### src/rtl/usbdev_pkg.sv
// Shared USB device types: bus line-state and link-state encodings plus default
// timing constants used by the line-state monitor.
package usbdev_pkg;

    typedef enum logic [1:0] {
        LINE_SE0 = 2'd0,
        LINE_J   = 2'd1,
        LINE_K   = 2'd2,
        LINE_SE1 = 2'd3
    } line_state_e;

    typedef enum logic [2:0] {
        LINK_DISCONNECTED = 3'd0,
        LINK_POWERED      = 3'd1,
        LINK_ACTIVE       = 3'd2,
        LINK_SUSPENDED    = 3'd3,
        LINK_RESUMING     = 3'd4
    } link_state_e;

    localparam int unsigned ResetUsDefault   = 3;
    localparam int unsigned SuspendUsDefault = 3000;
    localparam int unsigned VbusDebUsDefault = 8;

    // Full-speed pin pair {dp,dn} to bus line state.
    function automatic line_state_e decode_line(input logic dp, input logic dn);
        line_state_e line;
        case ({dp, dn})
            2'b10:   line = LINE_J;
            2'b01:   line = LINE_K;
            2'b11:   line = LINE_SE1;
            default: line = LINE_SE0;
        endcase
        return line;
    endfunction

endpackage

### src/rtl/usbdev_linestate_filter.sv
// Stable-sample filter: the output takes a new value only after the input has
// held it for Cycles consecutive clock samples. o_next is the value loaded next edge.
module usbdev_linestate_filter #(
    parameter int unsigned Width  = 2,
    parameter int unsigned Cycles = 3
) (
    input  logic             clk_i,
    input  logic             rst_i,
    input  logic [Width-1:0] i_raw,
    output logic [Width-1:0] o_stable,
    output logic [Width-1:0] o_next
);

    logic [Width-1:0] r_cand;
    logic [Width-1:0] r_stable;
    logic [3:0]       r_count;
    logic [4:0]       w_count;

    // Number of consecutive samples of the current raw value, including this one.
    assign w_count  = (i_raw == r_cand) ? ({1'b0, r_count} + 5'd1) : 5'd1;
    assign o_next   = (w_count >= 5'(Cycles)) ? i_raw : r_stable;
    assign o_stable = r_stable;

    always_ff @(posedge clk_i) begin
        if (rst_i) begin
            r_cand   <= '0;
            r_count  <= '0;
            r_stable <= '0;
        end else begin
            r_cand   <= i_raw;
            r_count  <= (w_count > 5'd15) ? 4'hF : w_count[3:0];
            r_stable <= o_next;
        end
    end

endmodule

### src/rtl/usbdev_linestate_mon.sv
// USB receive line-state monitor: glitch filter, us line timer, VBUS debounce and
// link-state FSM. Define USBDEV_LINESTATE_SE1_ERR_EN to add the SE1 error counter.
module usbdev_linestate_mon
    import usbdev_pkg::*;
#(
    parameter int unsigned FilterCycles = 3,
    parameter int unsigned TimerW       = 12,
    parameter int unsigned ResetUs      = ResetUsDefault,
    parameter int unsigned SuspendUs    = SuspendUsDefault,
    parameter int unsigned VbusDebUs    = VbusDebUsDefault
) (
    input  logic       clk_i,
    input  logic       rst_i,
    input  logic       enable_i,
    input  logic       us_tick_i,
    input  logic       usb_rx_dp_i,
    input  logic       usb_rx_dn_i,
    input  logic       usb_pwr_sense_i,
`ifdef USBDEV_LINESTATE_SE1_ERR_EN
    input  logic       se1_err_clr_i,
    output logic [7:0] se1_err_cnt_o,
`endif
    output logic [1:0] line_state_o,
    output logic [2:0] link_state_o,
    output logic       vbus_ok_o,
    output logic       bus_reset_active_o,
    output logic       evt_bus_reset_o,
    output logic       evt_suspend_o,
    output logic       evt_resume_o,
    output logic       evt_disconnect_o
);

    localparam int unsigned VbusW = $clog2(VbusDebUs + 1);

    logic [1:0]        w_raw_line;
    logic [1:0]        w_line;
    logic [1:0]        w_line_next;
    logic              w_line_change;
    logic [TimerW-1:0] r_timer;
    logic              w_timer_inc;
    logic              w_reset_hit;
    logic              w_suspend_hit;
    logic [VbusW-1:0]  r_vbus_cnt;
    logic              r_vbus_ok;
    link_state_e       r_link_state;
    link_state_e       w_link_next;
    logic              w_evt_bus_reset;
    logic              w_evt_suspend;
    logic              w_evt_resume;
    logic              w_evt_disconnect;
    logic              r_evt_bus_reset;
    logic              r_evt_suspend;
    logic              r_evt_resume;
    logic              r_evt_disconnect;

    assign w_raw_line = decode_line(usb_rx_dp_i, usb_rx_dn_i);

    usbdev_linestate_filter #(
        .Width  (2),
        .Cycles (FilterCycles)
    ) u_line_filter (
        .clk_i    (clk_i),
        .rst_i    (rst_i),
        .i_raw    (w_raw_line),
        .o_stable (w_line),
        .o_next   (w_line_next)
    );

    assign w_line_change = (w_line_next != w_line);

    // Events fire only on the increment that lands exactly on the threshold, so a
    // saturated or held timer can never retrigger them.
    assign w_timer_inc   = us_tick_i && !w_line_change && (r_timer != '1);
    assign w_reset_hit   = w_timer_inc && (w_line == LINE_SE0) &&
                           (r_timer == TimerW'(ResetUs - 1));
    assign w_suspend_hit = w_timer_inc && (w_line == LINE_J) &&
                           (r_timer == TimerW'(SuspendUs - 1));

    always_ff @(posedge clk_i) begin
        if (rst_i) begin
            r_timer <= '0;
        end else if (w_line_change) begin
            r_timer <= '0;
        end else if (w_timer_inc) begin
            r_timer <= r_timer + TimerW'(1);
        end
    end

    always_ff @(posedge clk_i) begin
        if (rst_i) begin
            r_vbus_cnt <= '0;
            r_vbus_ok  <= 1'b0;
        end else if (usb_pwr_sense_i == r_vbus_ok) begin
            r_vbus_cnt <= '0;
        end else if (us_tick_i) begin
            if (r_vbus_cnt == VbusW'(VbusDebUs - 1)) begin
                r_vbus_ok  <= usb_pwr_sense_i;
                r_vbus_cnt <= '0;
            end else begin
                r_vbus_cnt <= r_vbus_cnt + VbusW'(1);
            end
        end
    end

    always_comb begin
        w_link_next      = r_link_state;
        w_evt_bus_reset  = 1'b0;
        w_evt_suspend    = 1'b0;
        w_evt_resume     = 1'b0;
        w_evt_disconnect = 1'b0;
        if (!enable_i || !r_vbus_ok) begin
            w_link_next      = LINK_DISCONNECTED;
            w_evt_disconnect = (r_link_state != LINK_DISCONNECTED);
        end else if (r_link_state == LINK_DISCONNECTED) begin
            w_link_next = LINK_POWERED;
        end else if (w_reset_hit) begin
            w_link_next     = LINK_ACTIVE;
            w_evt_bus_reset = 1'b1;
        end else begin
            case (r_link_state)
                LINK_ACTIVE: begin
                    if (w_suspend_hit) begin
                        w_link_next   = LINK_SUSPENDED;
                        w_evt_suspend = 1'b1;
                    end
                end
                LINK_SUSPENDED: begin
                    if (w_line_change && (w_line_next == LINE_K)) begin
                        w_link_next = LINK_RESUMING;
                    end
                end
                LINK_RESUMING: begin
                    if (w_line_change &&
                        ((w_line_next == LINE_SE0) || (w_line_next == LINE_J))) begin
                        w_link_next  = LINK_ACTIVE;
                        w_evt_resume = 1'b1;
                    end
                end
                default: begin
                end
            endcase
        end
    end

    always_ff @(posedge clk_i) begin
        if (rst_i) begin
            r_link_state     <= LINK_DISCONNECTED;
            r_evt_bus_reset  <= 1'b0;
            r_evt_suspend    <= 1'b0;
            r_evt_resume     <= 1'b0;
            r_evt_disconnect <= 1'b0;
        end else begin
            r_link_state     <= w_link_next;
            r_evt_bus_reset  <= w_evt_bus_reset;
            r_evt_suspend    <= w_evt_suspend;
            r_evt_resume     <= w_evt_resume;
            r_evt_disconnect <= w_evt_disconnect;
        end
    end

`ifdef USBDEV_LINESTATE_SE1_ERR_EN
    logic [7:0] r_se1_err_cnt;

    always_ff @(posedge clk_i) begin
        if (rst_i || se1_err_clr_i) begin
            r_se1_err_cnt <= '0;
        end else if (w_line_change && (w_line_next == LINE_SE1) &&
                     (r_se1_err_cnt != 8'hFF)) begin
            r_se1_err_cnt <= r_se1_err_cnt + 8'd1;
        end
    end

    assign se1_err_cnt_o = r_se1_err_cnt;
`endif

    assign line_state_o       = w_line;
    assign link_state_o       = r_link_state;
    assign vbus_ok_o          = r_vbus_ok;
    assign bus_reset_active_o = (w_line == LINE_SE0) && (r_timer >= TimerW'(ResetUs)) &&
                                (r_link_state != LINK_DISCONNECTED);
    assign evt_bus_reset_o    = r_evt_bus_reset;
    assign evt_suspend_o      = r_evt_suspend;
    assign evt_resume_o       = r_evt_resume;
    assign evt_disconnect_o   = r_evt_disconnect;

endmodule

### config.mk
export PLATFORM = sky130hd
export DESIGN_NAME = usbdev_linestate_mon
export DESIGN_NICKNAME = d
export VERILOG_FILES = /design/src/rtl/usbdev_pkg.sv /design/src/rtl/usbdev_linestate_filter.sv /design/src/rtl/usbdev_linestate_mon.sv
export SDC_FILE = /design/constraint.sdc
export NUM_CORES = 1
export LEC_CHECK = 0
export BUFFER_PORTS_ARGS = -buffer_cell sky130_fd_sc_hd__clkbuf_2
export CORE_UTILIZATION = 60
export CTS_BUF_LIST = sky130_fd_sc_hd__clkbuf_4 sky130_fd_sc_hd__clkbuf_8
export DETAILED_ROUTE_END_ITERATION = 10
export MAX_ROUTING_LAYER = met4
export PLACE_DENSITY = 0.87
export RECOVER_POWER = 50
export SLEW_MARGIN = 20
export SYNTH_ARGS = -nofsm -noshare
export SYNTH_HDL_FRONTEND = slang
export SYNTH_SLANG_ARGS = --single-unit
export TNS_END_PERCENT = 5
### constraint.sdc
create_clock -name clk_i -period 2.8 [get_ports clk_i]
set_input_delay 0.84 -clock clk_i [delete_from_list [all_inputs] [get_ports clk_i]]
set_output_delay 0.84 -clock clk_i [all_outputs]
set_load 0.03 [all_outputs]
Word-level counts from Yosys, hierarchy flattened
Cells that the tools add are included.

Add/subtract/negate cells: 3. Multiply operators: 0. Divide/modulo/power cells: 0. $lt $le $gt $ge: 3. Eq/ne operators: 25. Shift-type cells: 0. Muxes and demuxes: 14. Bitwise logic cells: 4. Reduce and logical (&&, ||, !) cells: 34.

Operators by type and width (number): $add A12 B1 Y12 const B (1); $eq A12 B12 Y1 const B (1); $eq A12 B2 Y1 const B (1); $ge A12 B2 Y1 const B (1); $ne A12 B12 Y1 const B (1); $ne A4 B4 Y1 const B (3); $reduce_and A4 Y1 (3); $logic_and A1 B1 Y1 (10); $reduce_or A5 Y1 (2); $mux W3 (3); $ne A3 B3 Y1 const B (3); $pmux W3 S3 (1); $mux W4 (2); $reduce_or A2 Y1 (4); $eq A2 B1 Y1 const B (3); $eq A2 B2 Y1 const B (3); $eq A3 B2 Y1 const B (2); $ne A2 B2 Y1 const B (3); $pmux W2 S3 (1); $reduce_bool A3 Y1 (2); $add A4 B1 Y5 const B (1); $ge A5 B2 Y1 const B (1); $gt A5 B4 Y1 const B (1); $mux W5 (1); 18 further kinds (29).

Bits in registers: 32. Bits in latches: 0. Bits in writable memories: 0. ROM bits: 0. Input bits: 7. Output and inout bits: 11. Word-level logic and storage cells: 96. Memories kept: 0.

Longest topological paths before layout
Depth after elaboration: 16. Gate-level depth with buffers: 8. Mapped depth without buffers: 7.

Modules after synthesis
Synthesis repeated with hierarchy kept, for this count alone.

Cells, all modules: 178. Area, all modules: 1599.0 µm².

Modules (own cells, without submodules): usbdev_linestate_mon (times used 1, cells each 142, area each 1213.7 µm², sequential area each 480.5 µm²); usbdev_linestate_filter (times used 1, cells each 36, area each 385.4 µm², sequential area each 160.2 µm²).

Least setup slack after synthesis
No wires, ideal clock.

Kind: register to output. From: register r_link_state[0], in the netlist link_state_o[0]. To: output bus_reset_active_o. Arrival time: 1637 ps. Required time: 1960 ps. Setup slack: 323 ps. Stages on the path, launching flop included: 3. Buffers on the path: 0. Cell sequence: dfxtp_1 > nor3_1 > nor4_1.

Cells in the longest elaborated chain, start to end: 2.

RTL lines: from (decl) (line usbdev_linestate_mon.sv:45) `link_state_e r_link_state;`; from (signal assigned) (line usbdev_linestate_mon.sv:153) `r_link_state <= w_link_next;`; $reduce_bool A3 Y1 (line usbdev_linestate_mon.sv:180) `(r_link_state != LINK_DISCONNECTED);`; $logic_and A1 B1 Y1 (line usbdev_linestate_mon.sv:179) `assign bus_reset_active_o = (w_line == LINE_SE0) && (r_timer >= TimerW'(ResetUs)) &&`; to (decl) (line usbdev_linestate_mon.sv:26) `output logic bus_reset_active_o,`.

No other way between the ends.

Final worst setup path
From: register r_timer[4]. To: output bus_reset_active_o.

Cells in the longest elaborated chain, start to end: 3.

RTL lines: from (decl) (line usbdev_linestate_mon.sv:39) `logic [TimerW-1:0] r_timer;`; from (signal assigned) (line usbdev_linestate_mon.sv:85) `r_timer <= r_timer + TimerW'(1);`; $ge A12 B2 Y1 (line usbdev_linestate_mon.sv:179); $logic_and A1 B1 Y1 (2 in series) (line usbdev_linestate_mon.sv:179).

No other way between the ends.

==> report_table.html <==
<table>
<tr><th>Metric</th><th>Value</th></tr>
<tr><th colspan="2">Worst setup path</th></tr>
<tr><td>Most repeated library cell on the critical path</td><td>sky130_fd_sc_hd__nor4_1</td></tr>
<tr><td>Slowest cell on the critical path</td><td>sky130_fd_sc_hd__dfxtp_1</td></tr>
<tr><td>Reg2reg path depth</td><td>7</td></tr>
<tr><td>Critical Path Start Type</td><td>register</td></tr>
<tr><td>Cell-by-cell listing of the critical path</td><td>nor4_1 -&gt; nand3_1 -&gt; nor2_1 -&gt; nor4_1 -&gt; clkbuf_2</td></tr>
<tr><td>Largest fanout on the critical path</td><td>6</td></tr>
<tr><td>Cell family contributing the most delay on the critical path</td><td>simple AND/OR/NAND/NOR gates</td></tr>
<tr><td>Worst endpoint required time</td><td>1.96 ns</td></tr>
<tr><td>Max stage delay on crit path</td><td>0.38 ns</td></tr>
<tr><td>Worst r2r dst</td><td>r_timer[10]$_SDFFE_PP0P_</td></tr>
<tr><td>Setup slack of the worst register-to-register path</td><td>0.46 ns</td></tr>
<tr><td>Number of buffers and inverters on the critical path</td><td>1</td></tr>
<tr><td>Kind of critical path</td><td>register to primary output</td></tr>
<tr><td>Origin of the critical flop-to-flop path</td><td>r_timer[1]$_SDFFE_PP0P_</td></tr>
<tr><td>Endpoint type of the worst setup path</td><td>primary output</td></tr>
<tr><td>Worst endpoint data arrival time</td><td>1.56 ns</td></tr>
<tr><th colspan="2">Clock tree</th></tr>
<tr><td>Number of buffers inserted during clock tree synthesis</td><td>5</td></tr>
<tr><td>CTS H-tree depth</td><td>2</td></tr>
<tr><td>Root buf cell</td><td>sky130_fd_sc_hd__clkbuf_4</td></tr>
<tr><td>Clock tree from TritonCTS</td><td>done</td></tr>
<tr><td>CTS sink cnt</td><td>32</td></tr>
<tr><td>Count of instances resized after the clock tree is built</td><td>0</td></tr>
<tr><td>Hold bufs inserted after CTS</td><td>0</td></tr>
<tr><td>Clock transition at the register clock pins on the worst setup and hold paths after CTS</td><td>0.10 ns</td></tr>
<tr><td>Largest buffer count on any clock path</td><td>2</td></tr>
<tr><td>Clock insertion delay at the later pin of the skew report</td><td>0.34 ns</td></tr>
<tr><td>Total setup buffers inserted after CTS</td><td>0</td></tr>
<tr><th colspan="2">Status</th></tr>
<tr><td>Status</td><td>complete, no violations</td></tr>
<tr><th colspan="2">Floorplan</th></tr>
<tr><td>Die area</td><td>3020 um^2</td></tr>
<tr><td>Die outline width</td><td>55.0 um</td></tr>
<tr><td>Row cnt</td><td>18</td></tr>
<tr><td>Total core area</td><td>2570 um^2</td></tr>
<tr><td>I/O Pins</td><td>18</td></tr>
<tr><td>Vertical extent of the die</td><td>55.0 um</td></tr>
<tr><td>Initial Utilization</td><td>65.5%</td></tr>
<tr><th colspan="2">Power</th></tr>
<tr><td>Power density over the cells</td><td>462 nW/um^2</td></tr>
<tr><td>Worst VDD drop</td><td>0.000404 V</td></tr>
<tr><td>Leakage</td><td>0.641 nW</td></tr>
<tr><th colspan="2">Final layout</th></tr>
<tr><td>Number of diodes added for antenna fixing</td><td>0</td></tr>
<tr><td>Most frequent cells in the layout</td><td>32 x sky130_fd_sc_hd__dfxtp_1, 29 x sky130_fd_sc_hd__nor2_1, 15 x sky130_fd_sc_hd__nand2_1</td></tr>
<tr><td>Post-layout nets</td><td>222</td></tr>
<tr><td>Share of final-layout standard cells stronger than drive strength 1</td><td>12.3%</td></tr>
<tr><td>Most common cell after layout, fill and taps aside</td><td>sky130_fd_sc_hd__dfxtp_1</td></tr>
<tr><td>Area growth from synthesis to layout</td><td>7.29%</td></tr>
<tr><th colspan="2">Detailed routing</th></tr>
<tr><td>Count of TritonRoute iterations in the first routing pass</td><td>4</td></tr>
<tr><td>Residual antenna-violating net count after detailed routing</td><td>0</td></tr>
<tr><td>Mean number of vias per cell</td><td>6.05</td></tr>
<tr><td>DRC violations left</td><td>0</td></tr>
<tr><td>Via total after detailed routing</td><td>1465</td></tr>
<tr><td>Aggregate routed wire length</td><td>3.55 mm</td></tr>
<tr><td>WL/cell</td><td>14.7 um</td></tr>
<tr><td>DRT iter0 DRCs</td><td>36</td></tr>
<tr><th colspan="2">GRT</th></tr>
<tr><td>Initial antenna violation count</td><td>0</td></tr>
<tr><td>Pin count of the biggest net entering global routing</td><td>15</td></tr>
<tr><td>Final global-route overflow total</td><td>0</td></tr>
<tr><td>Wire length of the first global-routing pass</td><td>5.55 mm</td></tr>
<tr><td>Vias in the first global route</td><td>1344</td></tr>
<tr><td>Total global routing track utilization</td><td>27.1%</td></tr>
<tr><th colspan="2">Synthesis</th></tr>
<tr><td>Number of distinct library cells after synthesis</td><td>44</td></tr>
<tr><td>Synthesized netlist cell count</td><td>194</td></tr>
<tr><td>Syn_nets</td><td>205</td></tr>
<tr><td>Count of warnings emitted by yosys</td><td>0</td></tr>
<tr><td>Fraction of the yosys area taken by sequential cells</td><td>38.1%</td></tr>
<tr><td>Mean instance size in the synthesized netlist</td><td>8.67 um^2</td></tr>
<tr><td>Cell Area, Synth</td><td>1680 um^2</td></tr>
<tr><td>FF+latch count, synth</td><td>32</td></tr>
<tr><th colspan="2">STA</th></tr>
<tr><td>Transition at the pin with the smallest max-transition slack</td><td>0.668 ns</td></tr>
<tr><td>Final TNS setup</td><td>0 ns</td></tr>
<tr><td>Part of the cycle the worst path needs</td><td>85.9%</td></tr>
<tr><td>Final number of hold-violating endpoints</td><td>0</td></tr>
<tr><td>Worst path setup slack after routing</td><td>0.396 ns</td></tr>
<tr><td>Max Slew Vio Count</td><td>0</td></tr>
<tr><td># setup viols final</td><td>0</td></tr>
<tr><td>Max Clk Rate</td><td>0.416 GHz</td></tr>
<tr><td>Final critical-path required period</td><td>2.40 ns</td></tr>
<tr><td>Relative slew margins</td><td>55.5%</td></tr>
<tr><td>Worst clock skew on the final layout</td><td>0.0123 ns</td></tr>
<tr><td>RSZ-0062 raised after global routing</td><td>no</td></tr>
<tr><th colspan="2">Placed design</th></tr>
<tr><td>Number of buffers added on ports</td><td>17</td></tr>
<tr><td>Total half-perimeter wirelength after legalization and detailed placement</td><td>2.60 mm</td></tr>
<tr><td>Pre-CTS WS</td><td>0.313 ns</td></tr>
<tr><td>Gp weighted congestion</td><td>0.938</td></tr>
<tr><th colspan="2">Min path</th></tr>
<tr><td>Hold worst-path end</td><td>r_vbus_cnt[3]$_SDFFE_PP0P_</td></tr>
<tr><td>Hold Path Origin</td><td>r_vbus_cnt[3]$_SDFFE_PP0P_</td></tr>
<tr><td>Worst Hold Class</td><td>register to register</td></tr>
<tr><td>Worst Hold Depth</td><td>2</td></tr>
<tr><th colspan="2">Flow run</th></tr>
<tr><td>Max Cap Viol</td><td>0</td></tr>
</table>
[stage by stage]
| step | hold slack, ns | instances | power, mW | cell area [um^2] | utilization (%) |
|---|---|---|---|---|---|
| floorplan | 0.440 | 194 | 0.550 | 1680 | - |
| global placement | 0.448 | 234 | 0.561 | 1760 | 68.4 |
| detailed placement | 0.475 | 234 | 0.566 | 1760 | 68.4 |
| CTS | 0.487 | 242 | 0.836 | 1820 | 70.8 |
| global route | 0.527 | 242 | 0.863 | 1810 | 70.3 |
| finish | 0.482 | 242 | 0.835 | 1810 | 70.3 |
[worst max-delay path by stage]
| stage | startpoint | endpoint | slack, ns | cells past startpoint |
|---|---|---|---|---|
| after floorplan | link_state_o[0]$_SDFFE_PP0P_ | bus_reset_active_o | 0.32 | 2 |
| after global placement | usb_rx_dp_i | link_state_o[0]$_SDFFE_PP0P_ | 0.43 | 7 |
| after detailed placement | usb_rx_dp_i | link_state_o[0]$_SDFFE_PP0P_ | 0.31 | 7 |
| after CTS | r_timer[4]$_SDFFE_PP0P_ | bus_reset_active_o | 0.41 | 5 |
| after global routing | r_timer[4]$_SDFFE_PP0P_ | bus_reset_active_o | 0.25 | 5 |
| final | r_timer[4]$_SDFFE_PP0P_ | bus_reset_active_o | 0.40 | 5 |
[worst register-to-register path, cell delays in order, from the launching register on]
cell,delay [ns]
sky130_fd_sc_hd__dfxtp_1,0.41
sky130_fd_sc_hd__ha_1,0.23
sky130_fd_sc_hd__nand3_1,0.20
sky130_fd_sc_hd__or3_1,0.40
sky130_fd_sc_hd__o21ai_2,0.55
sky130_fd_sc_hd__nor4_2,0.13
sky130_fd_sc_hd__a211o_1,0.32
sky130_fd_sc_hd__nand2_1,0.05
[layer usage]
layer  track usage (%)  share of wire, %
met1              27.4                43
met2              48.8                51
met3              6.01               3.8
met4              13.3               2.4
met5                 -                 0
[cell usage after synthesis]
cell type / count / area [um^2]
sky130_fd_sc_hd__inv_1: 7 / 26.3
sky130_fd_sc_hd__xnor2_1: 11 / 96.3
sky130_fd_sc_hd__a211o_1: 2 / 17.5
sky130_fd_sc_hd__a21oi_2: 1 / 8.76
sky130_fd_sc_hd__nand3b_1: 1 / 7.51
sky130_fd_sc_hd__buf_2: 1 / 5.00
sky130_fd_sc_hd__and3_1: 2 / 12.5
sky130_fd_sc_hd__or3_1: 3 / 18.8
sky130_fd_sc_hd__xor2_1: 5 / 43.8
sky130_fd_sc_hd__nand4b_1: 2 / 17.5
sky130_fd_sc_hd__nand4_1: 3 / 18.8
sky130_fd_sc_hd__and3b_1: 1 / 8.76
sky130_fd_sc_hd__nor4_1: 3 / 18.8
sky130_fd_sc_hd__and4_1: 1 / 8.76
sky130_fd_sc_hd__clkbuf_1: 3 / 11.3
sky130_fd_sc_hd__o22ai_1: 1 / 6.26
sky130_fd_sc_hd__a21oi_1: 7 / 35.0
sky130_fd_sc_hd__mux2i_1: 5 / 50.1
sky130_fd_sc_hd__nand2b_1: 4 / 25.0
sky130_fd_sc_hd__a211oi_1: 2 / 15.0
sky130_fd_sc_hd__buf_6: 3 / 33.8
sky130_fd_sc_hd__nor2b_1: 4 / 25.0
sky130_fd_sc_hd__nor4_2: 5 / 62.6
sky130_fd_sc_hd__a221oi_2: 1 / 15.0
sky130_fd_sc_hd__o2111ai_1: 1 / 8.76
sky130_fd_sc_hd__o211a_1: 1 / 10.0
sky130_fd_sc_hd__nand3_1: 7 / 35.0
sky130_fd_sc_hd__a21o_1: 1 / 7.51
sky130_fd_sc_hd__or2_1: 1 / 6.26
sky130_fd_sc_hd__ha_1: 4 / 50.1
sky130_fd_sc_hd__a2111oi_0: 2 / 17.5
sky130_fd_sc_hd__and2_1: 1 / 6.26
sky130_fd_sc_hd__nor2_2: 1 / 6.26
sky130_fd_sc_hd__a22oi_1: 1 / 7.51
sky130_fd_sc_hd__o21ai_0: 2 / 10.0
sky130_fd_sc_hd__nor4b_1: 2 / 17.5
sky130_fd_sc_hd__a2bb2oi_1: 1 / 8.76
sky130_fd_sc_hd__nor3_1: 11 / 55.1
sky130_fd_sc_hd__dfxtp_1: 32 / 641
sky130_fd_sc_hd__nor2_1: 29 / 109
sky130_fd_sc_hd__a21boi_4: 1 / 18.8
sky130_fd_sc_hd__nor3b_1: 2 / 15.0
sky130_fd_sc_hd__o21ai_2: 1 / 8.76
sky130_fd_sc_hd__nand2_1: 15 / 56.3
[where the power goes]
group / switching [mW] / internal (mW)
logic: 0.0536 / 0.0289
registers: 0.0106 / 0.464
clock network: 0.158 / 0.119
[sequential cells by signal, indices dropped and copies added (netlist names)]
name / cells
evt_resume_o: 1
evt_bus_reset_o: 1
u_line_filter.r_cand: 2
r_timer: 12
u_line_filter.o_stable: 2
u_line_filter.r_count: 4
r_vbus_cnt: 4
link_state_o: 3
evt_suspend_o: 1
vbus_ok_o: 1
evt_disconnect_o: 1
[cells by family after synthesis]
kind of cell	Yosys count	share of synthesized area [%]
xor+xnor	16	8.33
simple gates	98	31.5
mux	5	2.97
buf+inv	14	4.54
compound gates	25	11.6
flops	32	38.1
fa+ha+maj	4	2.97
[layout make-up]
class                      instances  area, um^2
multi-input combinational        148         966
clock inverter                     2        10.0
timing repair buffer              17        73.8
clock buffer                       6        51.3
sequential                        32         641
fill                             201         762
inverter                           7        26.3
tap                               30        37.5
No activity file was read; power rests on OpenSTA's default activity.
